===== src/rtl/fifo_wr_arb.sv =====
// Two-requester write-port arbiter with credit tracking for the shared FIFO push port.
// Define FIFO_WR_ARB_FIXED_PRIO_EN for fixed priority (requester 0 wins); default is round-robin.
module fifo_wr_arb #(
   parameter int DW = 4,
   parameter int AW = 2
) (
   input  logic          clk_i,
   input  logic          rst_i,
   input  logic          req0_i,
   input  logic [DW-1:0] dat0_i,
   output logic          rdy0_o,
   input  logic          req1_i,
   input  logic [DW-1:0] dat1_i,
   output logic          rdy1_o,
   input  logic          credit_ret_i,
   output logic          wr_en_o,
   output logic [DW-1:0] wr_dat_o,
   output logic          wr_src_o,
   output logic [AW:0]   credits_o,
   output logic [7:0]    cnt0_o,
   output logic [7:0]    cnt1_o,
   output logic          ovf_o
);

   localparam int          DEPTH    = 1 << AW;
   localparam logic [AW:0] CRED_MAX = DEPTH[AW:0];

   logic [AW:0] credits_q;
   logic        ok;
   logic        pref;
   logic        grant0;
   logic        grant1;
   logic        xfer;

   assign ok = (credits_q != '0);

   // Handshake: reqX_i is valid, rdyX_o is ready; a transfer happens in any
   // cycle where both are high. rdyX_o never depends on credit_ret_i, so a
   // returned slot only enables a grant from the following cycle.
`ifdef FIFO_WR_ARB_FIXED_PRIO_EN
   assign pref = 1'b0;

   always_comb begin
      grant0 = 1'b0;
      grant1 = 1'b0;
      if (!rst_i && ok) begin
         grant0 = req0_i;
         grant1 = req1_i & ~req0_i;
      end
   end
`else
   logic pref_q;

   assign pref = pref_q;

   always_comb begin
      grant0 = 1'b0;
      grant1 = 1'b0;
      if (!rst_i && ok) begin
         grant0 = req0_i & (~req1_i | ~pref);
         grant1 = req1_i & (~req0_i | pref);
      end
   end

   // Preference flips to the other requester after each transfer.
   always_ff @(posedge clk_i) begin
      if (rst_i) begin
         pref_q <= 1'b0;
      end else if (grant0) begin
         pref_q <= 1'b1;
      end else if (grant1) begin
         pref_q <= 1'b0;
      end
   end
`endif

   assign rdy0_o = grant0;
   assign rdy1_o = grant1;
   assign xfer   = grant0 | grant1;

   // Registered push stage; data and source hold when no transfer occurs.
   always_ff @(posedge clk_i) begin
      if (rst_i) begin
         wr_en_o  <= 1'b0;
         wr_dat_o <= '0;
         wr_src_o <= 1'b0;
      end else begin
         wr_en_o <= xfer;
         if (grant0) begin
            wr_dat_o <= dat0_i;
            wr_src_o <= 1'b0;
         end else if (grant1) begin
            wr_dat_o <= dat1_i;
            wr_src_o <= 1'b1;
         end
      end
   end

   // A return with no push at full credit is dropped and flagged sticky.
   always_ff @(posedge clk_i) begin
      if (rst_i) begin
         credits_q <= CRED_MAX;
         ovf_o     <= 1'b0;
      end else begin
         if (xfer && !credit_ret_i) begin
            credits_q <= credits_q - (AW+1)'(1);
         end else if (!xfer && credit_ret_i) begin
            if (credits_q == CRED_MAX) begin
               ovf_o <= 1'b1;
            end else begin
               credits_q <= credits_q + (AW+1)'(1);
            end
         end
      end
   end

   always_ff @(posedge clk_i) begin
      if (rst_i) begin
         cnt0_o <= 8'd0;
         cnt1_o <= 8'd0;
      end else begin
         if (grant0) cnt0_o <= cnt0_o + 8'd1;
         if (grant1) cnt1_o <= cnt1_o + 8'd1;
      end
   end

   assign credits_o = credits_q;

   // pref is only observed by the grant logic; tie it off for the fixed-priority build.
   logic unused_pref;
   assign unused_pref = pref;

endmodule


===== config.mk =====
export PLATFORM = sky130hd
export DESIGN_NAME = fifo_wr_arb
export DESIGN_NICKNAME = d
export VERILOG_FILES = /design/src/rtl/fifo_wr_arb.sv
export SDC_FILE = /design/constraint.sdc
export NUM_CORES = 1
export LEC_CHECK = 0
export CAP_MARGIN = 20
export CORE_MARGIN = 2
export CORE_UTILIZATION = 40
export DETAILED_ROUTE_END_ITERATION = 10
export PLACE_DENSITY_LB_ADDON = 0.15
export SETUP_SLACK_MARGIN = 0.05
export SYNTH_ARGS = -nofsm -noshare
export SYNTH_HDL_FRONTEND = slang
export SYNTH_SLANG_ARGS = --single-unit
export TNS_END_PERCENT = 5

===== constraint.sdc =====
create_clock -name clk_i -period 2.4 [get_ports clk_i]
set_input_delay 0.36 -clock clk_i [delete_from_list [all_inputs] [get_ports clk_i]]
set_output_delay 0.36 -clock clk_i [all_outputs]
set_load 0.005 [all_outputs]

==> flow_metrics.py, run 1 <==
metrics = {
    "final_layout": {
        "fin_cells": 237,
        "ff_latch_area_um2": 548,
        "antennaDiodeCount": 0,
        "nets": 212,
        "fin_area_um2": 1860,
        "final_common_cell": "clkdlybuf4s50_1",
        "layout_common_cells": "38 x clkdlybuf4s50_1, 23 x dfxtp_1, 20 x nor2_1",
        "nFillCells": 289,
        "multi_input_area_um2": 697,
        "syn_to_final_growth_pct": 47.6,
        "drive_gt1_share_pct": 15.5,
    },
    "hold_path": {
        "hold_end": "wr_src_o",
        "hp-start": "wr_src_o",
        "hold_path_class": "register to register",
        "hold-path-cell-count": 2,
    },
    "clock_tree": {
        "cts_tree": "built",
        "clkSinkCount": 27,
        "clockRootBuffer": "clkbuf_4",
        "cts-htree-levels": 1,
        "numCtsBuffers": 3,
        "clkTransAtPathRegs_ns": 0.15,
        "clk_path_buf_depth": 2,
        "holdBufCountCts": 0,
        "clk_latency_ns": 0.33,
    },
    "route": {
        "num_vias": 1214,
        "drt-initial-drc-count": 34,
        "via_per_inst": 5.12,
        "wire_per_inst_um": 12.4,
        "wirelength_mm": 2.94,
        "route.detailed.drc": 0,
        "ant_nets": 0,
        "drtPass1Iterations": 5,
    },
    "synth": {
        "synth-seq-cells": 27,
        "syn_inst": 143,
        "ys_warn_count": 0,
        "synth_area_leaders": "dfxtp_1 43%, nor2_1 6.3%, xor2_1 4.9%",
        "synthDistinctLibCells": 36,
        "syn_avg_cell_area_um2": 8.79,
        "synth_nets": 161,
        "synth-seq-area-share_pct": 43.0,
        "yosys.area.top_type": "dfxtp_1",
        "syn-cell-area_um2": 1260,
        "synth_top_area_share_pct": 43.0,
    },
    "setup_path": {
        "arrival_ns": 1.94,
        "end_kind": "output pin",
        "cp_slowest_cell": "clkdlybuf4s50_1",
        "slowest_delay_ns": 0.45,
        "r2r_slack_ns": 0.14,
        "timing.rr.end": "credits_o[2]",
        "worstPathCellList": "or3_4 > nand3_2 > buf_8 > nor2_1 > clkdlybuf4s50_1",
        "path_class": "register to output pin",
        "cp_num_buf_inv": 2,
        "start_kind": "register",
        "rr_worst_depth": 10,
        "required_ns": 2.04,
        "path_max_fanout": 15,
        "cp_top_family": "buffers and inverters",
        "regToRegStartpoint": "credits_o[1]",
    },
    "global_routing": {
        "grt_first_pass_wirelength_mm": 4.77,
        "grt_pass1_vias": 1117,
        "overflow": 0,
        "grt_usage_pct": 17.5,
        "grt_max_degree": 31,
        "antenna_found_initial": 0,
    },
    "placement": {
        "gp_congestion": 0.820,
        "dp_slack_ns": -0.390,
        "dp_cells": 230,
        "placed_area_um2": 1770,
        "portBuffers": 40,
        "hpwl_mm": 2.16,
    },
    "pwr": {
        "power.density_nw_per_um2": 485,
        "vdd_drop_max_mv": 0.216,
        "power_mw": 0.901,
        "power.leakage_nw": 0.690,
    },
    "timing": {
        "slew_viol_final": 0,
        "period_needed_ns": 2.30,
        "fin_crit_sh_pct": 95.8,
        "tightestPinTransition_ns": 0.303,
        "whs_ns": 0.482,
        "max_slew_margin_pct": 79.8,
        "finalHoldViolCount": 0,
        "setup-violations-final": 0,
        "skew_ns": 0.0119,
        "fmax_ghz": 0.435,
        "fin_ws_ns": 0.102,
        "rsz0062_at_grt": "yes",
    },
    "die": {
        "initial_utilization_pct": 41.5,
        "pin_count": 41,
        "fp.dieW_um": 60.1,
        "rows": 20,
        "fp.dieH_um": 60.1,
        "die-area_um2": 3610,
        "core_area_um2": 3030,
    },
    "job": {
        "maxCapViolCount": 0,
    },
    "run_status": {
        "status": "complete, no violations",
    },
}
[cell families after synthesis]
logic type                 after synthesis  share of synthesized area (%)
DFF                                     27                           43.0
muxes                                    2                           1.69
AOI/OAI and AO/OA                       29                           14.7
xor gates and xnor gates                 8                           5.57
adders and majority gates                5                           5.57
buffers and inverters                   13                           4.68
and+or+nand+nor                         59                           24.8
[per-layer routing]
layer / vias to the layer above / GRT usage (%) / routed length [µm]
met2: 32 / 30.1 / 1440
li1: 613 / - / -
met4: 0 / 6.67 / 41
met1: 565 / 21.4 / 1320
met5: - / 0 / 0
met3: 4 / 3.46 / 136
[flip-flops by register name, indices dropped and copies added, names as in the netlist]
register	flops
cnt0_o	8
cnt1_o	8
wr_dat_o	4
credits_o	3
ovf_o	1
pref	1
wr_en_o	1
wr_src_o	1
[Yosys cell counts, drive strengths merged]
library cell / number
buf: 3
a21o: 1
xnor2: 1
fa: 1
a211o: 1
a21oi: 11
nor2b: 2
nand2b: 1
a21boi: 1
and3: 3
nand3: 7
a221oi: 1
nor3: 6
or3: 3
inv: 7
or4: 3
a311oi: 2
o21a: 1
nand4: 7
mux2: 1
clkbuf: 3
xor2: 7
nor2: 21
mux2i: 1
o22ai: 4
o31ai: 3
and4: 1
o21ai: 3
ha: 4
a31oi: 1
nand2: 5
dfxtp: 27
[area by class of cell]
cell class / instances / area share, %
clock buffers: 3 / 1.21
clock inverters: 1 / 0.405
inverters: 7 / 1.42
multi-input cells: 103 / 37.6
flip-flops and latches: 27 / 29.5
well taps: 44 / 2.97
repair buffers: 52 / 26.9
[repair_timing]
| item | 4_1_cts | 5_1_grt |
|---|---|---|
| setup endpoints to repair | 3 | 4 |
| buffers inserted | 0 | 3 |
| pin swaps | 2 | 5 |
| resized for setup | 2 | 9 |
[worst max path at each step]
stage / start / endpoint / depth (start not counted)
after detailed placement: req1_i / credits_o[2] / 11
after global placement: req1_i / credits_o[2] / 11
after global routing: credits_o[0] / rdy1_o / 5
after CTS: req0_i / credits_o[2] / 11
final: credits_o[0] / rdy1_o / 5
after floorplan: pref / credits_o[2] / 11
[stage by stage]
step                      TNS, ns  utilization (%)
final                           0             61.3
after global routing            0             61.3
after CTS                       0             59.6
after detailed placement   -0.529             58.6
after global placement     -0.356             58.6
after floorplan                 0                -
[worst reg2reg max path, cell delays in order (launching register included)]
cell,delay [ns]
dfxtp_2,0.41
or3_4,0.17
nand3_2,0.13
a21oi_4,0.16
ha_2,0.19
inv_1,0.07
fa_2,0.42
nor2_4,0.12
o21ai_1,0.07
a21o_1,0.16
a211o_1,0.27
[power breakdown]
| group | leakage [nW] | total (mW) | internal (mW) | switching (mW) |
|---|---|---|---|---|
| registers | 0.222 | 0.498 | 0.473 | 0.0248 |
| logic | 0.455 | 0.201 | 0.114 | 0.0867 |
| clock network | 0.0139 | 0.202 | 0.0639 | 0.139 |
| total | 0.690 | 0.901 | 0.651 | 0.250 |
Power figures use the tool's default switching activity.
==> run 2, diff against run 1 <==
--- a/config.mk
+++ b/config.mk
@@ -5,10 +5,14 @@
 export SDC_FILE = /design/constraint.sdc
 export NUM_CORES = 1
 export LEC_CHECK = 0
+export ABC_CLOCK_PERIOD_IN_PS = 2400
 export CAP_MARGIN = 20
+export CELL_PAD_IN_SITES_DETAIL_PLACEMENT = 1
+export CELL_PAD_IN_SITES_GLOBAL_PLACEMENT = 1
 export CORE_MARGIN = 2
-export CORE_UTILIZATION = 40
+export CORE_UTILIZATION = 29
 export DETAILED_ROUTE_END_ITERATION = 10
+export GPL_TIMING_DRIVEN = 0
 export PLACE_DENSITY_LB_ADDON = 0.15
 export SETUP_SLACK_MARGIN = 0.05
 export SYNTH_ARGS = -nofsm -noshare
==> run 2 against run 1 <==
Against the previous run: die area up 35%; design area up 5.5%; largest cell class unchanged; critical path depth unchanged; highest routed layer unchanged; setup slack better by 0.017 ns; cell count up 4.6%; critical endpoint is now rdy0_o; utilization down 13 points; critical path type is now input pin to output pin.
==> flow_metrics.py, run 2 (synthesized netlist as in run 1, its figures left out) <==
metrics = {
    "setup_path": {
        "path_class": "input pin to output pin",
        "regToRegStartpoint": "credits_o[0]",
        "cp-startpoint": "rst_i",
        "path_max_fanout": 10,
        "worstPathCellList": "clkdlybuf4s50_1 > clkbuf_4 > clkbuf_2 > nor2_1 > clkdlybuf4s50_1",
        "r2r_slack_ns": 0.16,
        "timing.rr.end": "credits_o[2]",
        "end_kind": "output pin",
        "arrival_ns": 1.92,
        "start_kind": "input pin",
        "rr_worst_depth": 12,
        "slowest_delay_ns": 0.50,
        "required_ns": 2.04,
        "cp_slowest_cell": "clkdlybuf4s50_1",
        "cpMostUsedCell": "clkdlybuf4s50_1",
    },
    "hold_path": {
        "hold-path-cell-count": 2,
        "hold_end": "wr_src_o",
        "hold_path_class": "register to register",
        "hp-start": "wr_src_o",
    },
    "pwr": {
        "power.leakage_nw": 0.721,
        "vdd_drop_max_mv": 0.209,
        "switching_power_mw": 0.289,
        "sequentialPowerShare_pct": 48.9,
        "swShare_pct": 28.6,
        "power.density_nw_per_um2": 516,
        "internal_power_mw": 0.722,
        "comb_power_share_pct": 22.7,
        "pwr-share-clk_pct": 28.3,
    },
    "die": {
        "fp.dieW_um": 69.9,
        "core_area_um2": 4090,
        "die-area_um2": 4880,
        "initial_utilization_pct": 30.8,
        "fp.dieH_um": 69.9,
        "rows": 23,
        "pin_count": 41,
    },
    "final_layout": {
        "layout_common_cells": "38 x clkdlybuf4s50_1, 23 x dfxtp_1, 20 x nor2_1",
        "antennaDiodeCount": 0,
        "fin_area_um2": 1960,
        "nets": 217,
        "final_common_cell": "clkdlybuf4s50_1",
        "syn_to_final_growth_pct": 55.6,
        "reg_top3": "cnt0_o (8), cnt1_o (8), wr_dat_o (4)",
        "drive_gt1_share_pct": 18.7,
    },
    "route": {
        "route.detailed.drc": 0,
        "wirelength_mm": 3.66,
        "drt-initial-drc-count": 18,
        "drtPass1Iterations": 4,
        "wire_per_inst_um": 14.8,
        "num_vias": 1269,
        "via_per_inst": 5.12,
        "ant_nets": 0,
    },
    "timing": {
        "whs_ns": 0.483,
        "slew_viol_final": 0,
        "finalHoldViolCount": 0,
        "rsz0062_at_grt": "yes",
        "fmax_ghz": 0.438,
        "skew_ns": 0.00518,
        "period_needed_ns": 2.28,
        "fin_crit_sh_pct": 95.1,
        "setup-tns-final_ns": 0,
        "tightestPinTransition_ns": 0.524,
        "setup-violations-final": 0,
        "max_slew_margin_pct": 65.1,
    },
    "clock_tree": {
        "clkTransAtPathRegs_ns": 0.11,
        "numCtsBuffers": 3,
        "cts_tree": "built",
        "clk_latency_ns": 0.28,
        "clkSinkCount": 27,
        "cts-htree-levels": 1,
        "clockRootBuffer": "clkbuf_8",
        "clk_path_buf_depth": 2,
    },
    "placement": {
        "placed_area_um2": 1750,
        "hpwl_mm": 2.57,
        "portBuffers": 40,
        "gp_congestion": 0.783,
    },
    "global_routing": {
        "grt_usage_pct": 15.1,
        "grt_first_pass_wirelength_mm": 6.04,
        "use_met3_pct": 3.03,
        "use_met2_pct": 27.0,
        "use_met1_pct": 18.5,
        "overflow": 0,
        "grt_max_degree": 18,
        "grt_pass1_vias": 1269,
        "grt-busiest-layer": "met2",
        "antenna_found_initial": 0,
    },
    "job": {
        "maxCapViolCount": 0,
    },
    "run_status": {
        "status": "complete, no violations",
    },
}
-- run 2: cell types whose count changed in the layout (fill, tap and decap cells not counted), sizes merged --
cell and change:
dlygate4sd2 -1, clkinvlp -1, dlymetal6s2s -1, clkdlybuf4s15 +2, buf +2, clkbuf +3, inv +1
-- run 2: per-layer routing --
metal | part of all wire, % | wire length, µm
met1 | 45 | 1640
met2 | 50 | 1820
met3 | 4.8 | 175
met4 | 0.82 | 30
met5 | 0 | 0
-- run 2: what timing repair did --
action                     4_1_cts  5_1_grt
gates resized for setup         22        5
setup buffers                    8        4
hold buffers                     0        0
setup endpoints to repair        4        4
pin swaps                        2        1
-- run 2: layout make-up --
type	instances	area [µm²]
tap	50	62.6
inverter	7	26.3
clock buffer	3	41.3
buffer	5	46.3
fill	471	2130
sequential	27	556
timing repair buffer	52	493
clock inverter	1	8.76
multi-input combinational	103	723
-- run 2: how the worst max path moves through the flow --
| stage | end | depth (start not counted) |
|---|---|---|
| after detailed placement | credits_o[2] | 12 |
| final | rdy0_o | 5 |
| after floorplan | credits_o[2] | 11 |
| after global placement | credits_o[2] | 12 |
| after global routing | rdy0_o | 5 |
| after CTS | credits_o[2] | 11 |
-- run 2: per-stage QoR --
stage / util (%) / setup slack, ns / total power, mW / instances
6_report: 47.9 / 0.118 / 1.01 / 248
5_1_grt: 47.9 / 0.0177 / 1.06 / 248
4_1_cts: 46.7 / 0.0821 / 1.00 / 244
3_5_place_dp: 42.7 / -0.823 / 0.696 / 233
3_3_place_gp: 42.7 / -0.740 / 0.690 / 233
2_1_floorplan: - / 0.0553 / 0.596 / 143
-- run 2: power by group through the flow --
stage | Sequential [mW] | Clock [mW] | Combinational, mW
final | 0.494 | 0.286 | 0.230
after global routing | 0.498 | 0.312 | 0.252
after CTS | 0.493 | 0.292 | 0.217
after detailed placement | 0.508 | 0 | 0.188
after global placement | 0.508 | 0 | 0.182
after floorplan | 0.505 | 0 | 0.0907
-- run 2: critical path: cells and delay by family --
| family | cells | cell delay, ns |
|---|---|---|
| and+or+nand+nor | 1 | 0.15 |
| buffers and inverters | 4 | 1.40 |
==> RTL edit 1 (flow settings as in run 1) <==
Set the parameter `DW` to 5 (it was 4).
--- a/src/rtl/fifo_wr_arb.sv
+++ b/src/rtl/fifo_wr_arb.sv
@@ -2,5 +2,5 @@
 // Define FIFO_WR_ARB_FIXED_PRIO_EN for fixed priority (requester 0 wins); default is round-robin.
 module fifo_wr_arb #(
-   parameter int DW = 4,
+   parameter int DW = 5,
    parameter int AW = 2
 ) (
Ports: changed (resized dat0_i, dat1_i and wr_dat_o); port bits go from 41 to 44. No check against the original RTL was run, so the function may have changed too.
==> RTL edit 1 against run 1 <==
Routed wire length rose by 4.6%; sequential cell count rose by 1; area after synthesis rose by 1.7%; worst setup slack improved by 0.0042 ns; total power rose by 17%; clock power rose by 51%; largest cell class unchanged; critical path type is now flop to flop; design area rose by 9.4%.
==> RTL edit 1: results (changes against run 1) <==
- Port-buffer cells: 43 (+7.5%)
- Outcome: complete, no violations
- Initial antenna violation count: 0 (unchanged)
- Routability cong.: 0.800 (-2.5%)
- CP max stage delay: 0.37 ns (-0.08 ns)
- Syn Area/Cell: 9.07 um2 (+3.1%)
- Nets@finish: 229 (+8.0%)
- CTS Buf Count: 3 (unchanged)
- Met1 usage: 23.3% (+1.9 points)
- Vias per Instance: 4.86 (-5.2%)
- Leak Pwr: 0.000806 uW (+17%)
- Share of cells above drive strength 1: 20.2% (+4.6 points)
- Pin count of the biggest net entering global routing: 17 (-45%)
- Overall routing resource usage: 18.0% (+0.48 points)
- Global-route wire length before repair: 4.99 mm (+4.5%)
- Post-route non-filler standard cell count: 252 (+6.3%)
- Net Count, Synth: 161 (unchanged)
- Fraction of power spent switching nets: 23.9% (-3.9 points)
- Number of global-route vias before repair: 1158 (+3.7%)
- Clk buf depth: 2 (unchanged)
- Count of different cell masters after synthesis: 36 (unchanged)
- GRT met3 Usage: 3.41% (-0.052 points)
- FILL cells: 275 (-4.8%)
- Routed wire length: 3.07 mm (+4.6%)
- CP max stage cell: or3_4
- Signal arrival time at the worst endpoint: 2.50 ns (+0.56 ns)
- Root buffer cell: clkbuf_4
- ANT cells: 0 (unchanged)
- Hold crit path type: input port to flop
- Dpl cells: 242 (+5.2%)
- Measured slew at the worst slew-check pin: 0.393 ns (+0.0898 ns)
- Dominant synthesized flop cell: dfxtp_1
- Register area share after synthesis: 43.8% (+0.85 points)
- Met2 usage: 30.1% (unchanged)
- HPWL after DPL: 2.32 mm (+7.0%)
- Synth cell count leaders: 28 x dfxtp_1, 15 x nor2_1, 10 x nand2_1
- Peak supply drop: 263 uV (+22%)
- Ranking of synthesized cells by area: dfxtp_1 44%, mux2i_1 5.5%, nor2_1 4.4%
- Yosys Warn Count: 0 (unchanged)
- Ys async rst share: 0% (unchanged)
- Largest registers: cnt0_o x8, cnt1_o x8, wr_dat_o x5
- Peak fanout along the critical path: 3 (-12)
- Detailed router's first-iteration violation count: 67 (+97%)
- Clock-pin transition on the worst setup and hold timing paths: 0.15 ns (about the same)
- H-Tree Depth: 1 (unchanged)
- Layout Skew: 0.00154 ns (-0.0103 ns)
- Skew-Pair Late Insertion Delay: 0.32 ns
- TritonRoute pass-1 iters: 4 (-1)
RTL edit 1: cell count changes in the layout (fill, tap and decap cells not counted), moves of 5 or more:
cell,delta
buf_4,+13
mux2i_1,+6
nand2_1,+6
nand4_1,-6
xor2_1,-6
nor2_1,-5
xnor2_1,+5
RTL edit 1: critical path: cells and delay by family (launching register included):
family                     cells  cell delay, ns
DFF                            1            0.36
AOI/OAI and AO/OA              3            0.58
xor gates and xnor gates       1            0.16
and+or+nand+nor                2            0.49
buffers and inverters          2            0.11
adders and majority gates      2            0.47
RTL edit 1: power groups by stage:
| stage | logic (uW) | registers (uW) | clock network [uW] |
|---|---|---|---|
| 6_report | 234 | 511 | 305 |
| 3_5_place_dp | 216 | 521 | 0 |
| 4_1_cts | 222 | 511 | 318 |
| 5_1_grt | 258 | 515 | 339 |
| 2_1_floorplan | 86.9 | 523 | 0 |
| 3_3_place_gp | 210 | 520 | 0 |
RTL edit 1: final cells by class:
cell class              instances  area share [%]
multi-input cells             100            34.6
repair buffers                 68            30.9
flip-flops and latches         28            27.7
well taps                      44            2.71
inverters                       8            1.54
clock inverters                 1            1.48
clock buffers                   3            1.11
RTL edit 1: timing repair:
item	4_1_cts	5_1_grt
setup endpoints to repair	5	4
setup buffers	0	6
pin swaps	2	4
gates resized for setup	6	7
RTL edit 1: final timing paths:
path / startpoint / end / slack, ns / depth (start not counted)
max: pref$_SDFFE_PP0N_ / credits_o[2]$_SDFFE_PP1P_ / 0.11 / 10
min: rst_i / credits_o[1]$_SDFFE_PP0P_ / 0.43 / 3
max reg2reg: pref$_SDFFE_PP0N_ / credits_o[2]$_SDFFE_PP1P_ / 0.11 / 10
min reg2reg: cnt0_o[5]$_SDFFE_PP0N_ / cnt0_o[5]$_SDFFE_PP0N_ / 0.49 / 1
RTL edit 1: kinds of logic after synthesis:
| logic type | count (synthesis) | synth area share [%] |
|---|---|---|
| AOI/OAI and AO/OA | 23 | 11.4 |
| xor gates and xnor gates | 7 | 4.79 |
| adders and majority gates | 5 | 5.48 |
| buffers and inverters | 13 | 4.01 |
| DFF | 28 | 43.8 |
| muxes | 8 | 6.36 |
| and+or+nand+nor | 57 | 24.1 |
RTL edit 1: metal layers:
metal	wire length [um]	part of all wire (%)
met4	17	0.55
met3	126	4.1
met1	1410	46
met2	1520	49
met5	0	0
RTL edit 1: through the flow:
stage	cell area (um2)	hold WS (ns)	util, %	TNS [ns]	setup slack [ns]
2_1_floorplan	1290	0.450	-	0	0.0416
3_3_place_gp	1890	0.462	62.0	-0.662	-0.333
3_5_place_dp	1890	0.471	62.0	-1.04	-0.511
4_1_cts	1960	0.500	64.3	-0.0453	-0.0413
6_report	2030	0.435	66.5	0	0.106
5_1_grt	2030	0.412	66.5	0	0.0357
==> RTL edit 2 (settings of run 1) <==
Without the edit above. Put one more register stage on the output `cnt1_o`, with the module's reset. The value now appears one clock later. The other outputs are not delayed to match.
--- a/src/rtl/fifo_wr_arb.sv
+++ b/src/rtl/fifo_wr_arb.sv
@@ -25,4 +25,6 @@
    localparam int          DEPTH    = 1 << AW;
    localparam logic [AW:0] CRED_MAX = DEPTH[AW:0];
+
+   logic [7:0] cnt1_s0;
 
    logic [AW:0] credits_q;
@@ -118,8 +120,8 @@
       if (rst_i) begin
          cnt0_o <= 8'd0;
-         cnt1_o <= 8'd0;
+         cnt1_s0 <= 8'd0;
       end else begin
          if (grant0) cnt0_o <= cnt0_o + 8'd1;
-         if (grant1) cnt1_o <= cnt1_o + 8'd1;
+         if (grant1) cnt1_s0 <= cnt1_s0 + 8'd1;
       end
    end
@@ -131,4 +133,12 @@
    assign unused_pref = pref;
 
+   always_ff @(posedge clk_i) begin
+      if (rst_i) begin
+         cnt1_o <= '0;
+      end else begin
+         cnt1_o <= cnt1_s0;
+      end
+   end
+
 endmodule
 
Formal check against the unedited RTL: not equivalent (Yosys sat finds a counterexample within 4 cycles, from zero or initial values and one cycle with rst_i high).
==> RTL edit 2 against run 1 <==
Sequential cell count is 8 higher; core utilization shrank 0.73 points; design area is 11% higher; largest cell class unchanged; total power is 24% higher; worst setup slack gained 0.016 ns; via count up 9.0%; routed wire length is 13% higher; clock power is 48% higher; highest routed layer unchanged; area after synthesis is 16% higher; critical path depth up 1; maximum frequency grew 0.68%; global-route usage decreased by 1.5 points.
==> RTL edit 2: results (changes against run 1) <==
- Vias per Instance: 5.05 (-1.4%)
- Share of cells above drive strength 1: 17.6% (+2.0 points)
- TritonRoute pass-1 iters: 4 (-1)
- ANT cells: 0 (unchanged)
- Count of different cell masters after synthesis: 32 (-11%)
- Leak Pwr: 0.000785 uW (+14%)
- Measured slew at the worst slew-check pin: 0.374 ns (+0.0701 ns)
- Ranking of synthesized cells by area: dfxtp_1 48%, nor2_1 4.4%, ha_1 3.4%
- Ys async rst share: 0% (unchanged)
- CTS Buf Count: 5 (+2)
- FF-to-FF Start: credits_o[2]$_SDFFE_PP1P_
- Routed wire length: 3.32 mm (+13%)
- Peak fanout along the critical path: 3 (-12)
- Pin count of the biggest net entering global routing: 33 (+6.5%)
- Clk buf depth: 2 (unchanged)
- Outcome: complete, no violations
- Overall routing resource usage: 16.0% (-1.5 points)
- Critical path origin: req1_i
- Detailed router's first-iteration violation count: 36 (+5.9%)
- Nets@finish: 234 (+10%)
- HPWL after DPL: 2.33 mm (+7.7%)
- Net Count, Synth: 180 (+12%)
- Number of global-route vias before repair: 1214 (+8.7%)
- Global-route wire length before repair: 5.15 mm (+8.0%)
- Synth cell count leaders: 35 x dfxtp_1, 17 x nor2_1, 10 x inv_1, 10 x nor3_1, 8 x o21ai_0
- Layout Skew: 0.0106 ns (-0.00131 ns)
- R2r setup slk: 0.28 ns (+0.14 ns)
- Peak supply drop: 302 uV (+40%)
- Routability cong.: 0.759 (-7.4%)
- Largest registers: cnt0_o x8, cnt1_o x8, cnt1_s0 x8
- H-Tree Depth: 2 (+1)
- R2r worst-path depth: 9 (-1)
- Signal arrival time at the worst endpoint: 1.92 ns (-0.02 ns)
- Clock-pin transition on the worst setup and hold timing paths: 0.10 ns (-0.05 ns)
## RTL edit 2: stage by stage
step	std cells	setup WS, ns	cell area (um2)
finish	262	0.117	2070
global route	262	0.0237	2070
CTS	260	0.0779	2030
detailed placement	253	-0.264	1980
global placement	253	-0.139	1980
floorplan	162	0.0779	1460
## RTL edit 2: cell type report
| class | instances | area [um2] |
|---|---|---|
| multi-input combinational | 109 | 708 |
| fill | 326 | 1350 |
| clock inverter | 2 | 13.8 |
| tap | 46 | 57.6 |
| clock buffer | 5 | 37.5 |
| timing repair buffer | 54 | 503 |
| sequential | 35 | 707 |
| inverter | 11 | 41.3 |
## RTL edit 2: layer usage
layer,wire length (um),vias up,GRT usage (%)
met5,0,-,0
met2,1640,38,27.3
met1,1430,608,18.2
met4,59,0,7.45
li1,-,670,-
met3,191,7,4.93
## RTL edit 2: critical path, cell delays in order
cell and delay, ns:
clkdlybuf4s50_1 0.49, buf_4 0.12, nand2b_1 0.05, or3_4 0.33
inv_2 0.07, clkdlybuf4s50_1 0.49
## RTL edit 2: what timing repair did
| item | CTS | global route |
|---|---|---|
| endpoints found under the setup margin | 2 | 2 |
| buffers inserted | 0 | 2 |
| resized for setup | 7 | 7 |
| pin swaps | 0 | 3 |
## RTL edit 2: power by group
group	switching [uW]	total, uW	internal (uW)
Clock	190	298	109
Sequential	21.2	627	606
Combinational	78.1	189	110
## RTL edit 2: worst min path at each step
stage | slack, ns | endpoint | from
floorplan | 0.44 | cnt1_s0[4]$_SDFFE_PP0P_ | cnt1_s0[4]$_SDFFE_PP0P_
global placement | 0.46 | cnt1_o[6]$_SDFF_PP0_ | cnt1_s0[6]$_SDFFE_PP0P_
detailed placement | 0.46 | cnt1_s0[4]$_SDFFE_PP0P_ | cnt1_s0[4]$_SDFFE_PP0P_
CTS | 0.49 | cnt1_s0[4]$_SDFFE_PP0P_ | cnt1_s0[4]$_SDFFE_PP0P_
global route | 0.50 | cnt1_s0[4]$_SDFFE_PP0P_ | cnt1_s0[4]$_SDFFE_PP0P_
finish | 0.48 | ovf_o$_SDFFE_PP0P_ | ovf_o$_SDFFE_PP0P_
## RTL edit 2: cells by family after synthesis
logic type | share of synthesized area (%)
flip-flops | 48.2
AND/OR/NAND/NOR | 24.2
buffers and inverters | 4.73
adder cells (fa/ha/maj) | 4.82
XOR/XNOR | 2.41
AO/OA/AOI/OAI | 11.0
multiplexers | 4.73
